==> src/rtl/pc_fetch_unit.sv <==
// MIPS IF stage: holds the PC, fetches over a req/ack memory port and hands one
// registered instruction at a time to ID, with delay-slot and exception redirects.
module pc_fetch_unit #(
  parameter int                ADDR_W   = 32,
  parameter logic [ADDR_W-1:0] RESET_PC = '0
) (
  input  logic              clk,
  input  logic              rst_n,
  input  logic              id_ready,
  input  logic              redirect_valid,
  input  logic [ADDR_W-1:0] redirect_target,
  input  logic              exc_valid,
  input  logic [ADDR_W-1:0] exc_target,
  output logic              imem_req,
  output logic [ADDR_W-1:0] imem_addr,
  input  logic              imem_ack,
  input  logic [31:0]       imem_rdata,
  output logic              if_valid,
  output logic [ADDR_W-1:0] if_pc,
  output logic [31:0]       if_instr
);

  typedef enum logic [1:0] {IDLE, REQ, VALID} state_t;

  localparam logic [ADDR_W-1:0] ALIGN_MASK = ~ADDR_W'(3);

  state_t            state;
  state_t            next_state;
  logic [ADDR_W-1:0] pc;
  logic [ADDR_W-1:0] pend_target;
  logic              pend_valid;
  logic              discard;
  logic              fetch_done;

  assign fetch_done = (state == REQ) && imem_ack && !discard;

  always_ff @(posedge clk) begin
    if (!rst_n) state <= IDLE;
    else        state <= next_state;
  end

  always_comb begin
    next_state = state;
    if (exc_valid) begin
      next_state = REQ;
    end else begin
      case (state)
        IDLE:    next_state = REQ;
        REQ:     if (imem_ack && !discard) next_state = VALID;
        VALID:   if (id_ready) next_state = REQ;
        default: next_state = IDLE;
      endcase
    end
  end

  always_comb begin
    imem_req  = (state == REQ);
    imem_addr = pc;
  end

  // An exception during an outstanding read cannot cancel it, so the in-flight
  // response is marked for discard and the new request follows it.
  always_ff @(posedge clk) begin
    if (!rst_n) begin
      pc          <= RESET_PC;
      pend_valid  <= 1'b0;
      pend_target <= '0;
      discard     <= 1'b0;
      if_valid    <= 1'b0;
      if_pc       <= '0;
      if_instr    <= '0;
    end else if (exc_valid) begin
      pc         <= exc_target & ALIGN_MASK;
      pend_valid <= 1'b0;
      if_valid   <= 1'b0;
      discard    <= (state == REQ) && !imem_ack;
    end else if (fetch_done) begin
      if_instr   <= imem_rdata;
      if_pc      <= pc;
      if_valid   <= 1'b1;
      pend_valid <= 1'b0;
      // A redirect arriving with this ack means this fetch was the delay slot.
      if (pend_valid)          pc <= pend_target;
      else if (redirect_valid) pc <= redirect_target & ALIGN_MASK;
      else                     pc <= pc + ADDR_W'(4);
    end else begin
      if ((state == REQ) && imem_ack)   discard  <= 1'b0;
      if ((state == VALID) && id_ready) if_valid <= 1'b0;
      if (redirect_valid && !pend_valid) begin
        pend_valid  <= 1'b1;
        pend_target <= redirect_target & ALIGN_MASK;
      end
    end
  end

endmodule

==> config.mk <==
export PLATFORM = sky130hd
export DESIGN_NAME = pc_fetch_unit
export DESIGN_NICKNAME = d
export VERILOG_FILES = /design/src/rtl/pc_fetch_unit.sv
export SDC_FILE = /design/constraint.sdc
export NUM_CORES = 1
export LEC_CHECK = 0
export ABC_CLOCK_PERIOD_IN_PS = 3600
export BUFFER_PORTS_ARGS = -buffer_cell sky130_fd_sc_hd__buf_2
export CAP_MARGIN = 15
export CORE_MARGIN = 8
export CORE_UTILIZATION = 40
export CTS_CLUSTER_DIAMETER = 150
export DETAILED_ROUTE_END_ITERATION = 10
export GPL_ROUTABILITY_DRIVEN = 0
export PLACE_DENSITY = 0.65
export SLEW_MARGIN = 10
export SYNTH_ARGS = -nofsm -noshare
export SYNTH_HDL_FRONTEND = slang
export SYNTH_SLANG_ARGS = --single-unit
==> constraint.sdc <==
create_clock -name clk -period 3.6 [get_ports clk]
set_clock_uncertainty 0.15 [all_clocks]
set_input_delay 0.36 -clock clk [delete_from_list [all_inputs] [get_ports clk]]
set_output_delay 0.36 -clock clk [all_outputs]
set_load 0.005 [all_outputs]
== Word-level counts from Yosys, hierarchy flattened ==
Index checks and enable logic that the tools add are counted.

* Register bits after elaboration: 131
* Latch bits: 0
* Memory bits (writable): 0
* ROM bits: 0
* Input port bits: 102
* Output and inout bits: 98
* Logic and storage cells: 54
* Memories: 0

* Add/subtract/negate cells: 1
* Multipliers: 0
* Div/mod/pow operators: 0
* Magnitude comparators: 0
* Equality and inequality tests: 7
* Shift operators: 0
* Multiplexer cells: 13
* Bitwise gates (word level): 3
* Reduce and logical (&&, ||, !) cells: 20

{| class="wikitable"
|+ Operators with widths
! operator !! number
|-
| $mux 32 || 4
|-
| $add 32x3->32 const B || 1
|-
| $reduce_and 2->1 || 4
|-
| $logic_and 1x1->1 || 6
|-
| $mux 1 || 6
|-
| $pmux 2 s3 || 1
|-
| $reduce_bool 2->1 || 3
|-
| $mux 2 || 2
|-
| $ne 2x2->1 const B || 2
|-
| $logic_not 1->1 || 3
|-
| $ne 3x2->1 const B || 1
|-
| $ne 3x3->1 const B || 1
|-
| $not 1->1 || 3
|-
| $reduce_and 3->1 || 1
|-
| $reduce_or 3->1 || 1
|-
| $eq 2x1->1 const B || 1
|-
| $eq 2x2->1 const B || 1
|-
| $logic_not 2->1 || 1
|-
| $ne 2x1->1 const B || 1
|-
| $reduce_or 2->1 || 1
|}

== Logic depth before layout (Yosys ltp) ==
* Word-level depth: 5
* Gate-level depth with buffers: 8
* Depth with buffers taken out: 6

== Least setup slack after synthesis ==
OpenSTA, ideal clock, no wires.

* Path kind: register to register
* From: register pc[2] (netlist: imem_addr[2])
* To: register pc[28] (netlist: imem_addr[28])
* Setup time: 0.122 ns
* Arrival time: 1.566 ns
* Required time: 3.328 ns
* Setup slack: 1.762 ns
* Cell stages (with the launch flop): 6
* Buffers on the path: 0
* Clock period less this slack: 1.838 ns
* Path through: dfxtp_1 > ha_1 > nand3_2 > nor3_4 > nand2_1 > o311a_1

* Cells in the longest elaborated chain, start to end: 5

{| class="wikitable"
|+ Ends and longest elaborated chain
! what !! RTL line !! source
|-
| start, declared || 29 || <nowiki>logic [ADDR_W-1:0] pc;</nowiki>
|-
| start signal, assigned || 73 || <nowiki>pc <= exc_target & ALIGN_MASK;</nowiki>
|-
| start signal, assigned || 83 || <nowiki>if (pend_valid) pc <= pend_target;</nowiki>
|-
| start signal, assigned || 84 || <nowiki>else if (redirect_valid) pc <= redirect_target & ALIGN_MASK;</nowiki>
|-
| $add 32x3->32 || 85 || <nowiki>else pc <= pc + ADDR_W'(4);</nowiki>
|-
| $mux 32 || 84 ||
|-
| $mux 32 || 83 ||
|-
| $mux 32 || 77 || <nowiki>end else if (fetch_done) begin</nowiki>
|-
| $mux 32 || 72 || <nowiki>end else if (exc_valid) begin</nowiki>
|}

Every way passes these cells. The select of a mux whose other input is x is not followed.
A chain may end at the register's enable or synchronous reset.

== Worst setup path in the final report ==
* From: input imem_ack
* To: register pc[17] (netlist: imem_addr[17])

* Cells in the longest elaborated chain, start to end: 3

{| class="wikitable"
|+ Ends and longest elaborated chain
! what !! RTL line !! source
|-
| start, declared || 16 || <nowiki>input logic imem_ack,</nowiki>
|-
| $logic_and 1x1->1 (2 in a row) || 35 || <nowiki>assign fetch_done = (state == REQ) && imem_ack && !discard;</nowiki>
|-
| $reduce_bool 2->1 (no source line) || n/a ||
|}

Every way passes these cells.

==> flow_metrics.py <==
metrics = {
    "status": {
        "run_status": "complete, no violations",
    },
    "clock_network": {
        "cts_made_buffers": 17,
        "h-tree-depth": 4,
        "clock-sinks": 131,
        "cts_buffer_depth": 2,
        "clkLatencyLatePin_ps": 420,
        "tritoncts": "done",
        "clk_pin_slew_ps": 60,
        "cts_root_buffer": "clkbuf_16",
        "cts_setup_buffers": 0,
    },
    "power_and_ir_drop": {
        "peakVddDrop_mv": 0.343,
        "pwr-share-clk": 0.461,
        "seqPwrFrac": 0.425,
        "intPower_mw": 2.74,
        "switchingPower_mw": 1.00,
        "p_sw_frac": 0.268,
        "leakage_nw": 3.33,
        "combPwrFrac": 0.114,
        "powerDensity_nw_per_um2": 470,
        "p_total_mw": 3.74,
    },
    "route": {
        "avgViaCountPerCell": 5.14,
        "wire_per_inst_um": 16.8,
        "num_vias": 6344,
        "wl_um": 20800,
        "ant_nets": 0,
        "dr.pass1.iters": 5,
        "drcViolationCount": 0,
        "drtIter0Drc": 471,
    },
    "grt": {
        "grt_overflow": 0,
        "track_usage": 0.207,
        "antenna_found_initial": 0,
        "grt_first_pass_wirelength_um": 32900,
        "grt_max_degree": 47,
        "grt_pass1_vias": 5967,
    },
    "synthesis": {
        "netlist_area_um2": 6280,
        "ys_seq_area_frac": 0.417,
        "synthAdderAreaFrac": 0.00199,
        "syn-num-nets": 949,
        "yosysWarnings": 0,
        "synth_edf_count": 0,
        "ys_seq_elements": 131,
        "muxShareOfSynthArea": 0.0159,
        "ys_async_sr_fraction": 0,
        "ys.flop_type": "dfxtp_1",
        "syn_inst": 846,
        "synth_top_family_by_area": "simple AND/OR/NAND/NOR gates",
        "synth_compound_area_frac": 0.224,
        "synth_xor_area_frac": 0.0181,
        "synth-simple-area-share": 0.262,
        "syn_avg_cell_area_um2": 7.43,
        "synth_cell_type_count": 52,
    },
    "setup_path": {
        "cp.arrival_ps": 2700,
        "cp_cell_sequence": "dlygate4sd3_1 > buf_2 > and4bb_2 > nand2_4 > a221oi_1 > o21ai_1 > a21oi_1",
        "ff2ff_setup_slack_ps": 1240,
        "crit_path_max_incr_delay_ps": 570,
        "timing.rr.end": "if_pc[2]",
        "startpoint_type": "input port",
        "crit_type": "input port to flip-flop",
        "worstPathRequired_ps": 3790,
        "cpMaxStageDelayCell": "and4bb_2",
        "rr_startpoint": "state[1]",
        "reg2regPathDepth": 5,
        "worstPathMaxFanout": 46,
        "crit_path_end_kind": "flip-flop",
    },
    "die": {
        "core_um2": 15600,
        "rows": 46,
        "die_w_um": 141,
        "initial_utilization": 0.403,
        "boundaryPins": 200,
        "die_h_um": 141,
        "die-area_um2": 20000,
    },
    "finish": {
        "area_growth_pct": 26.4,
        "final_core_util": 0.509,
        "seq_area_um2": 2620,
        "fillerInstances": 1559,
        "layout.nets": 1108,
        "diodes": 0,
        "final_cells": 1234,
        "multi_input_area_um2": 3290,
        "final_cell_area_um2": 7940,
        "drive_gt1_frac": 0.253,
    },
    "sta": {
        "max_freq_mhz": 399,
        "relSlewSlack": 0.530,
        "layout_worst_path_cycle_share": 0.695,
        "setup_violations": 0,
        "drv_slew": 0,
        "layout_setup_ws_ps": 1100,
        "min_period_ps": 2500,
        "worst_pin_slew_ps": 704,
        "rsz0062_at_grt": "no",
        "finalHoldViolCount": 0,
        "fin_setup_tns_ps": 0,
        "whs_ps": 20.8,
    },
    "place": {
        "placed_cells": 1201,
        "dp_hpwl_um": 14700,
        "port_buffers": 195,
        "pre_cts_ws_ps": 1200,
        "post_dp_cell_area_um2": 7340,
    },
    "min_path": {
        "holdPathStages": 3,
        "hp-class": "input port to flip-flop",
        "holdPathEnd": "if_instr[28]",
        "hp-start": "imem_rdata[28]",
    },
    "job": {
        "drv_cap": 0,
    },
}
-- critical path, delay by kind of cell --
family / cells / cell delay, ps
buffers and inverters: 2 / 670
and+or+nand+nor: 2 / 980
AOI/OAI and AO/OA: 3 / 670
-- per-layer routing --
layer | track usage | wire [um] | vias up
met2 | 0.321 | 9370 | 227
met3 | 0.0568 | 1670 | 23
met4 | 0.0707 | 346 | 0
met1 | 0.272 | 9370 | 2863
li1 | - | - | 3231
met5 | 0 | 0 | -
-- registers in the layout (all words and copies together) (netlist names) --
signal       cells
state            2
pend_valid       1
if_pc           32
discard          1
imem_addr       32
pend_target     30
if_valid         1
if_instr        32
-- kinds of logic (layout without fill, tap and decap cells) --
group / after synthesis / in the layout
flops: 131 / 131
fa+ha+maj: 1 / 1
xor+xnor: 13 / 13
simple gates: 360 / 360
mux: 10 / 10
compound gates: 241 / 241
buf+inv: 90 / 262
-- area by class of cell --
cell class	instances	share of cell area
timing repair buffer	211	0.138
multi-input combinational	625	0.414
clock inverter	12	0.0167
sequential	131	0.330
inverter	19	0.00914
clock buffer	20	0.0575
tap	216	0.0340
-- cells in the mapped netlist, drive strengths merged, types with 2 or more instances --
master   number  share of area
a211oi       16          0.019
a21o          4         0.0050
a21oi       138           0.11
a221oi       17          0.024
a31oi         5         0.0050
and2          3         0.0030
and3          7         0.0070
and4          2         0.0028
buf          37          0.029
clkbuf       34          0.021
dfxtp       131           0.42
inv          19          0.011
mux2i        10          0.016
nand2       238           0.14
nand2b        4         0.0040
nand3        26          0.022
nand3b        2         0.0024
nand4        13          0.020
nor2         38          0.023
nor2b         3         0.0030
nor3         14          0.017
nor4          4         0.0050
o2111ai       4         0.0056
o211a         4         0.0064
o211ai        5         0.0060
o21ai        40          0.032
o311a         2         0.0032
o32ai         2         0.0028
xnor2         9          0.013
xor2          4         0.0056
-- placed cells by master (no fill, tap or decap), drive strengths merged, types with 3 or more instances in the layout --
master,netlist,final
o211a,4,4
clkinv,0,8
xnor2,9,9
o2111ai,4,4
clkbuf,34,20
buf,37,210
clkinvlp,0,3
a211oi,16,16
inv,19,18
nor4,4,4
nand4,13,13
a31oi,5,5
nand2,238,238
and3,7,7
o211ai,5,5
nor2b,3,3
dfxtp,131,131
o21ai,40,40
a221oi,17,17
a21oi,138,138
and2,3,3
a21o,4,4
mux2i,10,10
nor3,14,14
nand3,26,26
xor2,4,4
nand2b,4,4
nor2,38,38
-- power by group through the flow --
stage / combinational [mW] / sequential (mW) / clock (mW)
2_1_floorplan: 0.259 / 1.59 / 0
3_5_place_dp: 0.423 / 1.62 / 0
5_1_grt: 0.477 / 1.60 / 1.82
6_report: 0.425 / 1.59 / 1.72
4_1_cts: 0.426 / 1.59 / 1.76
3_3_place_gp: 0.420 / 1.62 / 0
-- repair_timing --
action                    in CTS  in global routing
hold endpoints to repair       1                  0
hold buffers                   1                  0
resized for setup              0                  0
-- worst max path at each step --
stage | cells after the start | start | slack, ps | end
6_report | 7 | imem_ack | 1100 | imem_addr[17]
5_1_grt | 7 | imem_ack | 860 | if_pc[2]
4_1_cts | 7 | imem_ack | 1070 | if_pc[2]
3_5_place_dp | 6 | imem_ack | 1200 | if_pc[2]
3_3_place_gp | 6 | imem_ack | 1200 | if_instr[5]
2_1_floorplan | 5 | imem_addr[2] | 1760 | imem_addr[28]
Power figures use the tool's default switching activity.
